==> src/rtl/orv64_div_iter.sv <==
// orv64_div_iter: iterative restoring divider for the M extension.
// Signed, unsigned and 32-bit word ops; optional leading-zero skip.
package orv64_div_pkg;
  typedef enum logic [2:0] {
    DIV_Q   = 3'd0,
    DIV_QU  = 3'd1,
    DIV_R   = 3'd2,
    DIV_RU  = 3'd3,
    DIV_QW  = 3'd4,
    DIV_QUW = 3'd5,
    DIV_RW  = 3'd6,
    DIV_RUW = 3'd7
  } orv64_div_type_t;
endpackage

module orv64_div_iter
  import orv64_div_pkg::*;
#(
  parameter int XLEN         = 64,
  parameter int BITS_PER_CYC = 1,
  parameter int EARLY_TERM   = 1
) (
  input  logic            clk,
  input  logic            rst_n,
  input  logic            req_valid,
  output logic            req_ready,
  input  logic [XLEN-1:0] req_rs1,
  input  logic [XLEN-1:0] req_rs2,
  input  orv64_div_type_t req_type,
  input  logic            kill,
  output logic            resp_valid,
  input  logic            resp_ready,
  output logic [XLEN-1:0] resp_data
);

  localparam int CW = $clog2(XLEN + 1);

  typedef enum logic [2:0] {
    S_IDLE,
    S_PREP,
    S_CALC,
    S_SPECIAL,
    S_FIXUP,
    S_DONE
  } state_t;

  state_t          state, state_n;
  logic            live;
  orv64_div_type_t typ;
  logic [XLEN-1:0] opa, opb, quo, dvs, res;
  logic [XLEN:0]   rem;
  logic [CW-1:0]   cnt;
  logic            qneg, rneg;

  logic            t_w, t_rem, t_sgn;
  logic [XLEN-1:0] a_ext, b_ext, a_mag, b_mag;
  logic [XLEN-1:0] a_min, a_sh;
  logic            a_neg, b_neg, dz, ovf;
  logic [CW-1:0]   lz, sh, n_cyc;
  logic [XLEN:0]   r_n;
  logic [XLEN-1:0] q_n;
  logic [XLEN-1:0] q_fix, r_fix, sel, res_n;
  logic            accept;

  function automatic logic [XLEN-1:0] ext32(
    input logic [XLEN-1:0] v,
    input logic            s
  );
    logic [XLEN-1:0] o;
    o = v;
    for (int i = 32; i < XLEN; i++) o[i] = s & v[31];
    return o;
  endfunction

  assign t_w    = typ[2] & (XLEN == 64);
  assign t_rem  = typ[1];
  assign t_sgn  = ~typ[0];
  assign accept = req_valid & req_ready;

  assign req_ready  = (state == S_IDLE) & live & ~kill;
  assign resp_valid = (state == S_DONE);
  assign resp_data  = res;

  // operand formation, special-case detection and skip amount
  always_comb begin
    a_ext = t_w ? ext32(opa, t_sgn) : opa;
    b_ext = t_w ? ext32(opb, t_sgn) : opb;
    a_neg = t_sgn & (t_w ? opa[31] : opa[XLEN-1]);
    b_neg = t_sgn & (t_w ? opb[31] : opb[XLEN-1]);
    a_mag = a_neg ? -a_ext : a_ext;
    b_mag = b_neg ? -b_ext : b_ext;
    a_min = t_w ? ({XLEN{1'b1}} << 31)
                : ({XLEN{1'b1}} << (XLEN - 1));
    dz    = (b_ext == '0);
    ovf   = t_sgn & (a_ext == a_min) & (b_ext == '1);
    lz    = CW'(XLEN);
    for (int i = 0; i < XLEN; i++)
      if (a_mag[i]) lz = CW'(XLEN - 1 - i);
    if (EARLY_TERM != 0)
      sh = CW'((int'(lz) / BITS_PER_CYC) * BITS_PER_CYC);
    else
      sh = t_w ? CW'(XLEN - 32) : '0;
    a_sh  = a_mag << sh;
    n_cyc = CW'((XLEN - int'(sh)) / BITS_PER_CYC);
    if (n_cyc == '0) n_cyc = CW'(1);
  end

  // restoring steps retired in one CALC cycle
  always_comb begin
    r_n = rem;
    q_n = quo;
    for (int k = 0; k < BITS_PER_CYC; k++) begin
      r_n = {r_n[XLEN-1:0], q_n[XLEN-1]};
      q_n = {q_n[XLEN-2:0], 1'b0};
      if (r_n >= {1'b0, dvs}) begin
        r_n    = r_n - {1'b0, dvs};
        q_n[0] = 1'b1;
      end
    end
  end

  // sign correction and result selection
  always_comb begin
    q_fix = qneg ? -quo : quo;
    r_fix = rneg ? -rem[XLEN-1:0] : rem[XLEN-1:0];
    sel   = t_rem ? r_fix : q_fix;
    res_n = t_w ? ext32(sel, 1'b1) : sel;
  end

  // state register
  always_ff @(posedge clk or negedge rst_n) begin
    if (!rst_n) state <= S_IDLE;
    else        state <= state_n;
  end

  // next-state logic; kill overrides everything
  always_comb begin
    state_n = state;
    unique case (state)
      S_IDLE:    if (accept) state_n = S_PREP;
      S_PREP:    state_n = (dz | ovf) ? S_SPECIAL : S_CALC;
      S_CALC:    if (cnt == CW'(1)) state_n = S_FIXUP;
      S_SPECIAL: state_n = S_DONE;
      S_FIXUP:   state_n = S_DONE;
      S_DONE:    if (resp_ready) state_n = S_IDLE;
      default:   state_n = S_IDLE;
    endcase
    if (kill) state_n = S_IDLE;
  end

  // holds req_ready low until the first edge after reset
  always_ff @(posedge clk or negedge rst_n) begin
    if (!rst_n) live <= 1'b0;
    else        live <= 1'b1;
  end

  // datapath registers
  always_ff @(posedge clk or negedge rst_n) begin
    if (!rst_n) begin
      typ  <= DIV_Q;
      opa  <= '0;
      opb  <= '0;
      quo  <= '0;
      rem  <= '0;
      dvs  <= '0;
      cnt  <= '0;
      qneg <= 1'b0;
      rneg <= 1'b0;
      res  <= '0;
    end else begin
      unique case (state)
        S_IDLE: begin
          if (accept) begin
            opa <= req_rs1;
            opb <= req_rs2;
            typ <= req_type;
          end
        end
        S_PREP: begin
          dvs <= b_mag;
          cnt <= n_cyc;
          if (dz | ovf) begin
            quo  <= dz ? '1 : a_ext;
            rem  <= dz ? {1'b0, a_ext} : '0;
            qneg <= 1'b0;
            rneg <= 1'b0;
          end else begin
            quo  <= a_sh;
            rem  <= '0;
            qneg <= a_neg ^ b_neg;
            rneg <= a_neg;
          end
        end
        S_CALC: begin
          rem <= r_n;
          quo <= q_n;
          cnt <= cnt - CW'(1);
        end
        S_SPECIAL, S_FIXUP: res <= res_n;
        default: ;
      endcase
    end
  end

endmodule
==> config.mk <==
export PLATFORM = sky130hd
export DESIGN_NAME = orv64_div_iter
export DESIGN_NICKNAME = d
export VERILOG_FILES = /design/src/rtl/orv64_div_iter.sv
export SDC_FILE = /design/constraint.sdc
export NUM_CORES = 2
export LEC_CHECK = 0
export ABC_AREA = 1
export BUFFER_PORTS_ARGS = -buffer_cell sky130_fd_sc_hd__buf_2
export CAP_MARGIN = 20
export CORE_MARGIN = 8
export CORE_UTILIZATION = 55
export DETAILED_ROUTE_END_ITERATION = 10
export PLACE_DENSITY = 0.81
export SYNTH_ARGS = -nofsm -noshare
export SYNTH_HDL_FRONTEND = slang
export SYNTH_SLANG_ARGS = --single-unit
==> constraint.sdc <==
create_clock -name clk -period 13.27 [get_ports clk]
set_input_delay 1.327 -clock clk [delete_from_list [all_inputs] [get_ports clk]]
set_output_delay 1.327 -clock clk [all_outputs]
set_load 0.02 [all_outputs]
* Word level (Yosys, flattened, before mapping)
Index checks and enable logic that the tools add are counted.
Operators by class: reduce and logical (&&, ||, !) cells 7, equal/unequal tests 11, bitwise gates (word level) 13, mux-type cells 93, add/subtract/negate cells 7, $lt $le $gt $ge 1, shifts and indexed selects 1
Operators by type and width (count):
- $mux W64 | 13
- $mux W7 | 65
- $neg A64 Y64 | 4
- $pmux W64 S2 | 2
- $ge A65 B64 Y1 | 1
- $eq A64 B64 Y1 | 1
- $eq A64 B64 Y1 const B | 1
- $logic_not A64 Y1 | 1
- $shl A64 B7 Y64 | 1
- $sub A64 B64 Y64 | 1
- $mux W63 | 1
- $pmux W3 S5 | 1
- $pmux W7 S2 | 1
- $mux W3 | 4
- $and A1 B1 Y1 | 9
- $eq A7 B1 Y1 const B | 1
- $logic_not A7 Y1 | 1
- $sub A7 B1 Y7 const B | 1
- $sub A7 B7 Y7 const A | 1
- $eq A3 B2 Y1 const B | 2
- $eq A3 B3 Y1 const B | 2
- $mux W1 | 6
- $ne A3 B3 Y1 const B | 2
- $eq A3 B1 Y1 const B | 1
- other kinds (9) | 10
Word-level totals: logic and storage cells 145, bits in registers 400

* Logic depth before layout (Yosys ltp)
depth in word-level cells 73, mapped depth 81, gate-level depth less buffers 79

* Worst setup path before layout
OpenSTA, ideal clock, no wires.
path kind register to register, start register opa[0], end register cnt[1], slack 7.531 ns, buffers on the path 2, library setup time 0.143 ns, data arrival time 5.597 ns, period minus slack after synthesis 5.739 ns, stages on the path, launching flop included 75, cell sequence dfrtp_1 inv_1 buf_2 ha_1 nand3_1 nor3_1 nand2_1 nor3_1 inv_1 nand2_1 xor2_1 nand2_1 nand2_1 nand2_1 nand2_1 nand2_1 nand2_1 nand2_1 (+39 left out) nand2_1 nand2_1 nand2_1 nand2_4 nand2_4 buf_8 inv_4 ha_1 inv_1 nor2_1 inv_1 nor2_1 nand3_1 xor2_1 nor3b_1 nand3_1 nand3_1 o221ai_1
On the way: longest elaborated chain between the ends 71
RTL lines:
- start, declared | line 50 | logic [XLEN-1:0] opa, opb, quo, dvs, res;
- start signal, assigned | line 174 | opa <= req_rs1;
- $mux W64 (*) | line 86 | a_ext = t_w ? ext32(opa, t_sgn) : opa;
- $neg A64 Y64 | line 90 | a_mag = a_neg ? -a_ext : a_ext;
- $mux W64 (*) | line 90
- $mux W7 (63 in series) | line 98 | if (a_mag[i]) lz = CW'(XLEN - 1 - i);
- $mux W7 (*) | line 98
- $sub A7 B7 Y7 (*) | line 104 | n_cyc = CW'((XLEN - int'(sh)) / BITS_PER_CYC);
- $logic_not A7 Y1 | line 105 | if (n_cyc == '0) n_cyc = CW'(1);
- $mux W7 (*) | line 105
- $pmux W7 S2 (*) | line 171 | unique case (state)
- end signal, assigned | line 181 | cnt <= n_cyc;
- end signal, assigned | line 197 | cnt <= cnt - CW'(1);
- end, declared | line 52 | logic [CW-1:0] cnt;
Every way passes the cells marked *; elsewhere a longest branch is shown, timed or not. A chain may end at the register's enable or synchronous reset.

* Worst setup path after layout
start register typ[2], end register cnt[1]
On the way: longest elaborated chain between the ends 71
RTL lines:
- start, declared | line 49 | orv64_div_type_t typ;
- start signal, assigned | line 176 | typ <= req_type;
- $mux W1 | line 88 | a_neg = t_sgn & (t_w ? opa[31] : opa[XLEN-1]);
- $and A1 B1 Y1 | line 88
- $mux W64 (*) | line 90
- $mux W7 (63 in series) | line 98
- $mux W7 (*) | line 98
- $sub A7 B7 Y7 (*) | line 104
- $logic_not A7 Y1 | line 105
- $mux W7 (*) | line 105
- $pmux W7 S2 (*) | line 171
Marked as above.

==> results.cfg <==
[floorplanning]
boundaryPins = 202
die-area_mm2 = 0.0688
die-height_um = 262
die_x_um = 262
initial_core_util_pct = 55.5
core_mm2 = 0.0601
rows = 90

[placement]
io_buffers = 201
placed_area_mm2 = 0.0346
dp_slack_ns = 4.40
place.gp.congestion = 1.07
hpwlAfterDp_um = 108000

[setup_path]
end_kind = flop
r2r-start = typ[2]$_DFFE_PN0P_
crit_path_max_incr_delay_ns = 0.69
crit_type = reg -> reg
path_common_cell = nand2_1
startpoint = typ[2]$_DFFE_PN0P_
reg2reg_slack_ns = 4.06
worstPathArrival_ns = 9.65
crit_required_ns = 13.71
startpoint_type = flop
slowest_stage = dfrtp_1
crit_fanout = 79

[logic_synthesis]
postSynthCellCount = 5156
ys_types = 71
synth_edf_count = 0
synth_nets = 5366
avgSynthCellArea_um2 = 6.47
syn_area_mm2 = 0.0334
ys_seq_area_share_pct = 30.0
yosysWarnings = 0
async_flop_share_pct = 100
ys_ff_latch = 400
synth_flop_cell = dfrtp_1

[final_layout]
multiInputGateArea_mm2 = 0.0201
final_common_cell = nand2_1
nNetsFinal = 5392
drive_above_1_share_pct = 8.45
final_cell_mix = nand2_1 (1020), nand3_1 (705), inv_1 (556)
finish.instance_area_mm2 = 0.0362
antenna_cells = 0
n_fill_cell = 5866
register_area_mm2 = 0.0100
area_delta_synth_final_pct = 8.40

[clock_network]
cts.hold.buffers_added = 0
clock_latency_ns = 0.63
htreeDepth = 2
cts_setup_buffers = 0
cts_resized = 0
cts.clk_slew.worst_paths_ns = 0.06
cts_buffers = 46
cts_tree = built
cts-root-buf = clkbuf_16
clockBufferDepth = 3
cts_sinks = 400

[global_routing]
antenna_found_initial = 5
grt_use_total_pct = 39.3
grt_pass1_wl_um = 212000
grt_start_max_net_pins = 160
grt_pass1_vias = 34900
grt_overflow = 0

[timing]
tns_ns = 0
fmax_mhz = 109
setup_slack_ns = 4.06
fin_crit_sh_pct = 69.4
drv_slew = 0
slew_headroom_pct = 18.6
rsz0062_at_grt = no
finalCriticalPeriod_ns = 9.21
skew_ns = 0.0361
finalHoldViolCount = 0
worst_pin_slew_ns = 1.22
setup_viol = 0

[detailed_routing]
drt-total-wl_um = 141000
drt_iter0_drc = 5268
drcViolationCount = 0
first_pass_iters = 8
viasPerCell = 6.21
final_antenna_net_count = 0
wl_per_cell_um = 23.4
vias = 37300

[min_path]
hp-start = dvs[3]$_DFFE_PN0P_
hold_class = reg -> reg

[outcome]
outcome = complete, no violations

[job]
maxCapViolations = 0
-- cell usage after synthesis (5+ instances only) --
master / number / area, um2
nor2_1: 554 / 2080
nor3_1: 99 / 495
ha_1: 73 / 913
buf_4: 10 / 75.1
o41ai_1: 6 / 52.6
nand2_1: 1028 / 3860
inv_1: 559 / 2100
o31ai_1: 16 / 120
dlygate4sd1_1: 5 / 43.8
a21boi_0: 6 / 45.0
a21oi_1: 417 / 2090
buf_6: 7 / 78.8
nand3_1: 706 / 3530
inv_2: 9 / 33.8
nor4_1: 52 / 325
or2_2: 5 / 31.3
a41oi_1: 5 / 43.8
buf_2: 45 / 225
dfrtp_1: 400 / 10000
mux2_2: 62 / 698
o21ai_1: 31 / 155
nand2_2: 5 / 31.3
a31oi_1: 96 / 601
buf_1: 24 / 90.1
o22ai_1: 14 / 87.6
o21bai_1: 8 / 60.1
o21ai_0: 371 / 1860
xnor2_1: 38 / 333
o221ai_1: 5 / 43.8
xor2_1: 143 / 1250
clkbuf_1: 176 / 661
nand4_1: 92 / 576
o211ai_1: 15 / 113
-- cells by family after synthesis --
family / share of synthesized area [%]
AND/OR/NAND/NOR: 33.7
AO/OA/AOI/OAI: 16.4
buffers and inverters: 10.1
flip-flops: 30.0
XOR/XNOR: 4.90
adder cells (fa/ha/maj): 2.80
multiplexers: 2.09
other: 0.0112
-- flip-flops by register name, indices dropped and copies added (netlist names) --
signal,flops
typ,3
opa,64
live,1
cnt,7
dvs,64
opb,64
rem,64
quo,64
state,3
qneg,1
rneg,1
resp_data,64
-- metrics by stage --
step           util, %  std cells  hold WS [ns]
6_report          60.1       6000         0.487
2_1_floorplan        -       5156         0.453
4_1_cts           60.1       5998         0.489
5_1_grt           60.1       6000         0.503
3_3_place_gp      57.5       5914         0.465
3_5_place_dp      57.5       5914         0.474
-- worst max-delay path: cells and delay by family (launching register included) --
| kind | cells | cell delay [ns] |
|---|---|---|
| flops | 1 | 0.69 |
| xor+xnor | 2 | 0.57 |
| buf+inv | 5 | 1.45 |
| fa+ha+maj | 1 | 0.17 |
| compound gates | 1 | 0.11 |
| simple gates | 68 | 6.02 |
-- worst paths after layout --
check,endpoint,cells past startpoint
worst min-delay path,dvs[3]$_DFFE_PN0P_,2
worst max register to register,cnt[1]$_DFFE_PN0P_,77
max in group asynchronous,opa[5]$_DFFE_PN0P_,3
worst max-delay path,cnt[1]$_DFFE_PN0P_,77
min in group asynchronous,opb[32]$_DFFE_PN0P_,1
worst min register to register,dvs[3]$_DFFE_PN0P_,2
-- area by class of cell --
cell class | count | share of cell area [%]
timing repair buffer | 248 | 3.89
clock inverter | 12 | 0.460
multi-input combinational | 3913 | 55.4
clock buffer | 72 | 3.87
sequential | 400 | 27.7
inverter | 573 | 5.96
tap | 782 | 2.71
-- routing by layer --
layer  wire, um  vias up  track usage (%)
met3      15700      408             9.91
met1      55400    17400             51.1
li1           -    17300                -
met4       9440        4             22.2
met5         27        -                0
met2      59900     2144             59.1
Power is not shown: default switching activity piles up to over one toggle a cycle in this logic, so the estimate is an artifact.
